## config.mk

```make
export PLATFORM = sky130hd
export DESIGN_NAME = uart_rx_frame_flat
export DESIGN_NICKNAME = d
export VERILOG_FILES = /design/src/rtl/uart_rx_frame_if.sv /design/src/rtl/uart_rx_frame.sv /design/src/flat_wrapper.sv
export SDC_FILE = /design/constraint.sdc
export NUM_CORES = 1
export LEC_CHECK = 0
export BUFFER_PORTS_ARGS = -buffer_cell sky130_fd_sc_hd__buf_2
export CAP_MARGIN = 10
export CORE_MARGIN = 4
export CORE_UTILIZATION = 35
export DETAILED_ROUTE_END_ITERATION = 8
export SYNTH_ARGS = -nofsm -noshare
export SYNTH_HDL_FRONTEND = slang
export SYNTH_SLANG_ARGS = --single-unit
```

## constraint.sdc

```tcl
create_clock -name clk -period 5.1 [get_ports clk]
set_clock_uncertainty 0.15 [all_clocks]
set_input_delay 0.255 -clock clk [delete_from_list [all_inputs] [get_ports clk]]
set_output_delay 0.255 -clock clk [all_outputs]
set_load 0.01 [all_outputs]
```

## src/rtl/uart_rx_frame_if.sv

```systemverilog
// rtl/uart_rx_frame_if.sv - byte handshake and status bundle of the UART receiver
interface uart_rx_frame_if;
    logic [7:0] rx_data;
    logic       rx_valid;
    logic       rx_ack;
    logic       rx_busy;
    logic       frame_err;
    logic       overrun_err;

    modport master (
        output rx_data,
        output rx_valid,
        output rx_busy,
        output frame_err,
        output overrun_err,
        input  rx_ack
    );

    modport slave (
        input  rx_data,
        input  rx_valid,
        input  rx_busy,
        input  frame_err,
        input  overrun_err,
        output rx_ack
    );
endinterface

```

## src/rtl/uart_rx_frame.sv

```systemverilog
// rtl/uart_rx_frame.sv - 8N1 UART receiver with valid/ack byte handshake and error flags
// Optional even-parity bit (8E1) when UART_RX_PARITY_EN is defined.
module uart_rx_frame #(
    parameter int CLKS_PER_BIT = 434,
    parameter int CNT_W        = 9
) (
    input  logic            clk,
    input  logic            reset_n,
    input  logic            uart_rxd,
    uart_rx_frame_if.master rx
);

    localparam logic [CNT_W-1:0] BIT_LAST  = CNT_W'(CLKS_PER_BIT - 1);
    localparam logic [CNT_W-1:0] HALF_LAST = CNT_W'(CLKS_PER_BIT / 2 - 1);

    typedef enum logic [2:0] {
        S_IDLE,
        S_START,
        S_DATA,
`ifdef UART_RX_PARITY_EN
        S_PARITY,
`endif
        S_STOP
    } state_t;

    state_t           state_q, state_d;
    logic [CNT_W-1:0] cnt_q, cnt_d;
    logic [2:0]       idx_q, idx_d;
    logic [7:0]       shift_q, shift_d;
    logic             wait_high_q, wait_high_d;
    logic             rxd_meta, rxd_s;
    logic             bit_tick;
    logic             deliver;
    logic             ferr_d;
    logic             stop_ok;
`ifdef UART_RX_PARITY_EN
    logic             par_err_q, par_err_d;
`endif

    logic [7:0]       rx_data_q;
    logic             rx_valid_q;
    logic             frame_err_q;
    logic             overrun_q;

    always_ff @(posedge clk or negedge reset_n) begin
        if (!reset_n) begin
            rxd_meta <= 1'b1;
            rxd_s    <= 1'b1;
        end else begin
            rxd_meta <= uart_rxd;
            rxd_s    <= rxd_meta;
        end
    end

    always_ff @(posedge clk or negedge reset_n) begin
        if (!reset_n) begin
            state_q     <= S_IDLE;
            cnt_q       <= '0;
            idx_q       <= '0;
            shift_q     <= '0;
            wait_high_q <= 1'b0;
`ifdef UART_RX_PARITY_EN
            par_err_q   <= 1'b0;
`endif
        end else begin
            state_q     <= state_d;
            cnt_q       <= cnt_d;
            idx_q       <= idx_d;
            shift_q     <= shift_d;
            wait_high_q <= wait_high_d;
`ifdef UART_RX_PARITY_EN
            par_err_q   <= par_err_d;
`endif
        end
    end

    assign bit_tick = (cnt_q == BIT_LAST);

`ifdef UART_RX_PARITY_EN
    assign stop_ok = rxd_s && !par_err_q;
`else
    assign stop_ok = rxd_s;
`endif

    always_comb begin
        state_d     = state_q;
        cnt_d       = cnt_q + 1'b1;
        idx_d       = idx_q;
        shift_d     = shift_q;
        wait_high_d = wait_high_q;
        deliver     = 1'b0;
        ferr_d      = 1'b0;
`ifdef UART_RX_PARITY_EN
        par_err_d   = par_err_q;
`endif
        case (state_q)
            S_IDLE: begin
                cnt_d = '0;
                // After a break the line must go high again before a new start is armed.
                if (wait_high_q) begin
                    if (rxd_s) begin
                        wait_high_d = 1'b0;
                    end
                end else if (!rxd_s) begin
                    state_d = S_START;
                end
            end
            S_START: begin
                if (cnt_q == HALF_LAST) begin
                    cnt_d = '0;
                    if (!rxd_s) begin
                        state_d = S_DATA;
                        idx_d   = '0;
`ifdef UART_RX_PARITY_EN
                        par_err_d = 1'b0;
`endif
                    end else begin
                        state_d = S_IDLE;
                    end
                end
            end
            S_DATA: begin
                if (bit_tick) begin
                    cnt_d   = '0;
                    shift_d = {rxd_s, shift_q[7:1]};
                    idx_d   = idx_q + 3'd1;
                    if (idx_q == 3'd7) begin
`ifdef UART_RX_PARITY_EN
                        state_d = S_PARITY;
`else
                        state_d = S_STOP;
`endif
                    end
                end
            end
`ifdef UART_RX_PARITY_EN
            S_PARITY: begin
                if (bit_tick) begin
                    cnt_d     = '0;
                    par_err_d = rxd_s ^ (^shift_q);
                    state_d   = S_STOP;
                end
            end
`endif
            S_STOP: begin
                if (bit_tick) begin
                    cnt_d   = '0;
                    state_d = S_IDLE;
                    if (stop_ok) begin
                        deliver = 1'b1;
                    end else begin
                        ferr_d = 1'b1;
                        if (!rxd_s) begin
                            wait_high_d = 1'b1;
                        end
                    end
                end
            end
            default: begin
                state_d = S_IDLE;
                cnt_d   = '0;
            end
        endcase
    end

    always_ff @(posedge clk or negedge reset_n) begin
        if (!reset_n) begin
            rx_data_q   <= '0;
            rx_valid_q  <= 1'b0;
            frame_err_q <= 1'b0;
            overrun_q   <= 1'b0;
        end else begin
            frame_err_q <= ferr_d;
            if (deliver) begin
                // A same-cycle ack frees the holding register, so the new byte loads cleanly.
                if (!rx_valid_q || rx.rx_ack) begin
                    rx_data_q  <= shift_q;
                    rx_valid_q <= 1'b1;
                    if (rx_valid_q) begin
                        overrun_q <= 1'b0;
                    end
                end else begin
                    overrun_q <= 1'b1;
                end
            end else if (rx_valid_q && rx.rx_ack) begin
                rx_valid_q <= 1'b0;
                overrun_q  <= 1'b0;
            end
        end
    end

    assign rx.rx_data     = rx_data_q;
    assign rx.rx_valid    = rx_valid_q;
    assign rx.rx_busy     = (state_q != S_IDLE);
    assign rx.frame_err   = frame_err_q;
    assign rx.overrun_err = overrun_q;

endmodule

```

## src/flat_wrapper.sv

```systemverilog
// flat-port wrapper written by rule: the top's interface ports become plain ports
module uart_rx_frame_flat 
#(
    parameter int CLKS_PER_BIT = 434,
    parameter int CNT_W        = 9
)
  (clk, reset_n, uart_rxd, rx_rx_data, rx_rx_valid, rx_rx_busy, rx_frame_err, rx_overrun_err, rx_rx_ack);
  uart_rx_frame_if rx_i ();
  input  logic clk;
  input  logic reset_n;
  input  logic uart_rxd;
  output wire logic [$bits(rx_i.rx_data)-1:0] rx_rx_data;
  output wire logic [$bits(rx_i.rx_valid)-1:0] rx_rx_valid;
  output wire logic [$bits(rx_i.rx_busy)-1:0] rx_rx_busy;
  output wire logic [$bits(rx_i.frame_err)-1:0] rx_frame_err;
  output wire logic [$bits(rx_i.overrun_err)-1:0] rx_overrun_err;
  input wire logic [$bits(rx_i.rx_ack)-1:0] rx_rx_ack;
  assign rx_rx_data = rx_i.rx_data;
  assign rx_rx_valid = rx_i.rx_valid;
  assign rx_rx_busy = rx_i.rx_busy;
  assign rx_frame_err = rx_i.frame_err;
  assign rx_overrun_err = rx_i.overrun_err;
  assign rx_i.rx_ack = rx_rx_ack;
  uart_rx_frame #(.CLKS_PER_BIT(CLKS_PER_BIT), .CNT_W(CNT_W)) u_core (.clk(clk), .reset_n(reset_n), .uart_rxd(uart_rxd), .rx(rx_i));
endmodule
```

==> flow_summary.toml <==
[run_status]
outcome = "finished clean"

[layout]
n_antenna_cell = 0
mostFrequentLayoutCells = "34 x dfrtp_1, 30 x nand2_1, 15 x buf_2"
final_cells = 248
layout.nets = 194
layout-drive-gt1-share_pct = 20.99
stdcell_area_sq_um = 1966
layout_commonest_cell = "dfrtp_1"
area_growth_pct = 15.09

[grt]
grt_max_degree = 37
overflow = 0
grt_pass1_vias = 1105
antenna_found_initial = 0
grt_usage_pct = 10.84
grt_pass1_wl_um = 5216

[floorplanning]
fp.dieW_um = 77.86
start_util_pct = 36.16
die_area_sq_um = 6061
num_io_pins = 16
die_h_um = 77.86
core-area_sq_um = 4723
placementRows = 25

[setup_path]
path_class = "reg -> reg"
cp-end-kind = "flip-flop"
start_kind = "flip-flop"
crit_start = "u_core.cnt_q[1]$_DFF_PN0_"
reg2reg_from = "u_core.cnt_q[1]$_DFF_PN0_"
critical_path.max_fanout = 8
arrival_ns = 2.09
cp.required_ns = 5.12

[clock_tree]
h-tree-depth = 2
clkTransAtPathRegs_ns = 0.07
cts-root-buf = "clkbuf_8"
clk_path_buf_depth = 2
clk_latency_ns = 0.28
clock-sinks = 36
post_cts_resized = 0
cts_buffers = 5
cts_tree = "yes"

[power]
clockPowerShare_pct = 39.6
seqPwrFrac_pct = 58.7
switchingPower_uw = 106.2
powerDensity_nw_per_um2 = 249.3
irDropWorstVdd_uv = 97.57
p_int_uw = 383.9
power_frac_comb_pct = 1.6
sw_frac_of_total_pct = 21.66
p_leak_uw = 0.0009724

[logic_synthesis]
postSynthCellCount = 158
synthDistinctLibCells = 39
async_reset_ff_share_pct = 100.0
synth_edf_count = 0
syn_avg_cell_area_sq_um = 10.81
ys_ff_latch = 36
synth.top_cells.by_area = "dfrtp_1 50%, ha_1 7.3%, nand2_1 6.6%, mux2_2 5.9%, dfstp_2 3.1%"
yosys.area.top_type = "dfrtp_1"
yosys_warnings = 0
yosysTopAreaCellShare_pct = 49.82
syn-cell-area_sq_um = 1708
syn-num-nets = 172
synth_flop_cell = "dfrtp_1"
seq_area_frac_synth_pct = 52.89

[worst_hold_path]
hp-start = "rx_rx_ack"
min_path_type = "in -> reg"

[drt]
routed_wl_um = 2906
drt_iter0_markers = 53
num_vias = 1148
drtPass1Iterations = 4
antenna_left = 0
wl_per_cell_um = 11.72
drc = 0
drt-vias-per-instance = 4.629

[sta]
maxSlewViolCount = 0
rsz0062_at_grt = "no"
tns_ns = 0
maxSlewHeadroom_pct = 47.91
final_hold_viol_count = 0
timing.final.crit_period_ns = 2.068
setup_viol = 0
tightest_slew_ns = 0.7814
finalCritPeriodShare_pct = 40.55
fmax_mhz = 483.6

[placement]
place_inst = 238
postPlaceCellArea_sq_um = 1858
gp_congestion = 0.7323
portBuffers = 15
hpwl_um = 2063

[job]
drv_cap = 0
==> flip-flops by register name, summed over array words and instances, names as in the netlist, 2 cells and up <==
| register | count |
|---|---|
| u_core.cnt_q | 9 |
| u_core.idx_q | 3 |
| u_core.rx.rx_data | 8 |
| u_core.shift_q | 8 |
| u_core.state_q | 2 |
==> stage by stage <==
step / utilization (%) / setup WS, ns / hold slack (ns) / power [uW]
2_1_floorplan: - / 3.202 / -0.1906 / 293.3
3_3_place_gp: 39.34 / 3.073 / 0.1956 / 300.7
3_5_place_dp: 39.34 / 3.014 / 0.1975 / 300.7
4_1_cts: 41.62 / 2.999 / 0.01066 / 498.5
5_1_grt: 41.62 / 2.869 / 0.02354 / 514.3
6_report: 41.62 / 3.032 / 0.02047 / 490.1
==> cell type report <==
cell class                 count  area (sq um)
fill                         460          2758
sequential                    36         903.4
multi-input combinational    110         758.2
timing repair buffer          17         95.09
tap                           67         83.83
clock buffer                   5         68.82
inverter                      10         37.54
clock inverter                 3         18.77
==> layer usage <==
| metal | global-route usage, % | vias to the layer above | wire, um |
|---|---|---|---|
| met5 | 0 | - | 0 |
| met4 | 4.804 | 0 | 53 |
| met3 | 3.016 | 5 | 112 |
| met2 | 15.92 | 16 | 1269 |
| met1 | 14.80 | 547 | 1471 |
| li1 | - | 580 | - |
==> path summary, 6_finish.rpt <==
| path | endpoint | slack, ns | cells past startpoint |
|---|---|---|---|
| max reg2reg | u_core.rx.rx_data[0]$_DFFE_PN0P_ | 3.03 | 6 |
| min reg2reg | u_core.rxd_s$_DFF_PN1_ | 0.21 | 0 |
| max | u_core.rx.rx_data[0]$_DFFE_PN0P_ | 3.03 | 6 |
| max in group asynchronous | u_core.wait_high_q$_DFFE_PN0P_ | 3.87 | 2 |
| min | u_core.rx.overrun_err$_DFFE_PN0P_ | 0.02 | 2 |
| min in group asynchronous | u_core.idx_q[2]$_DFFE_PN0P_ | 0.44 | 2 |
==> critical path, cell delays in order (launching register included) <==
cell	delay, ns
dfrtp_1	0.41
inv_1	0.09
ha_1	0.13
and4bb_2	0.30
nand2_4	0.09
nor3_4	0.40
mux2_2	0.39
==> synth_stat cells (all sizes together) (2+ instances only) <==
cell / number
nand2b: 2
inv: 10
a22o: 2
o21a: 2
o21ai: 3
o31ai: 2
dfstp: 2
nand3: 5
nor2: 13
ha: 10
nand4b: 2
xnor2: 4
mux2: 9
dfrtp: 34
xor2: 3
nand4: 3
nand2: 31
nor3: 3
==> what timing repair did <==
| action | CTS | global route |
|---|---|---|
| buffers inserted | 0 | 0 |
| hold buffers | 2 | 0 |
| hold endpoints to repair | 35 | 0 |
==> logic make-up (layout without fill, tap and decap cells) <==
group	Yosys count	after routing	share of synthesized area (%)
AOI/OAI and AO/OA	17	17	7.106
buffers and inverters	12	35	2.710
muxes	10	10	6.520
and+or+nand+nor	66	66	19.85
DFF	36	36	52.89
xor gates and xnor gates	7	7	3.590
adders and majority gates	10	10	7.326
==> power by group through the flow <==
stage / registers [uW] / clock network (uW) / logic (uW)
finish: 288 / 194 / 7.95
global route: 288 / 217 / 9.76
CTS: 288 / 202 / 8.52
detailed placement: 293 / 0 / 7.43
global placement: 293 / 0 / 7.39
floorplan: 293 / 0 / 0.326
Note: power is estimated with default switching activity, not from simulation.
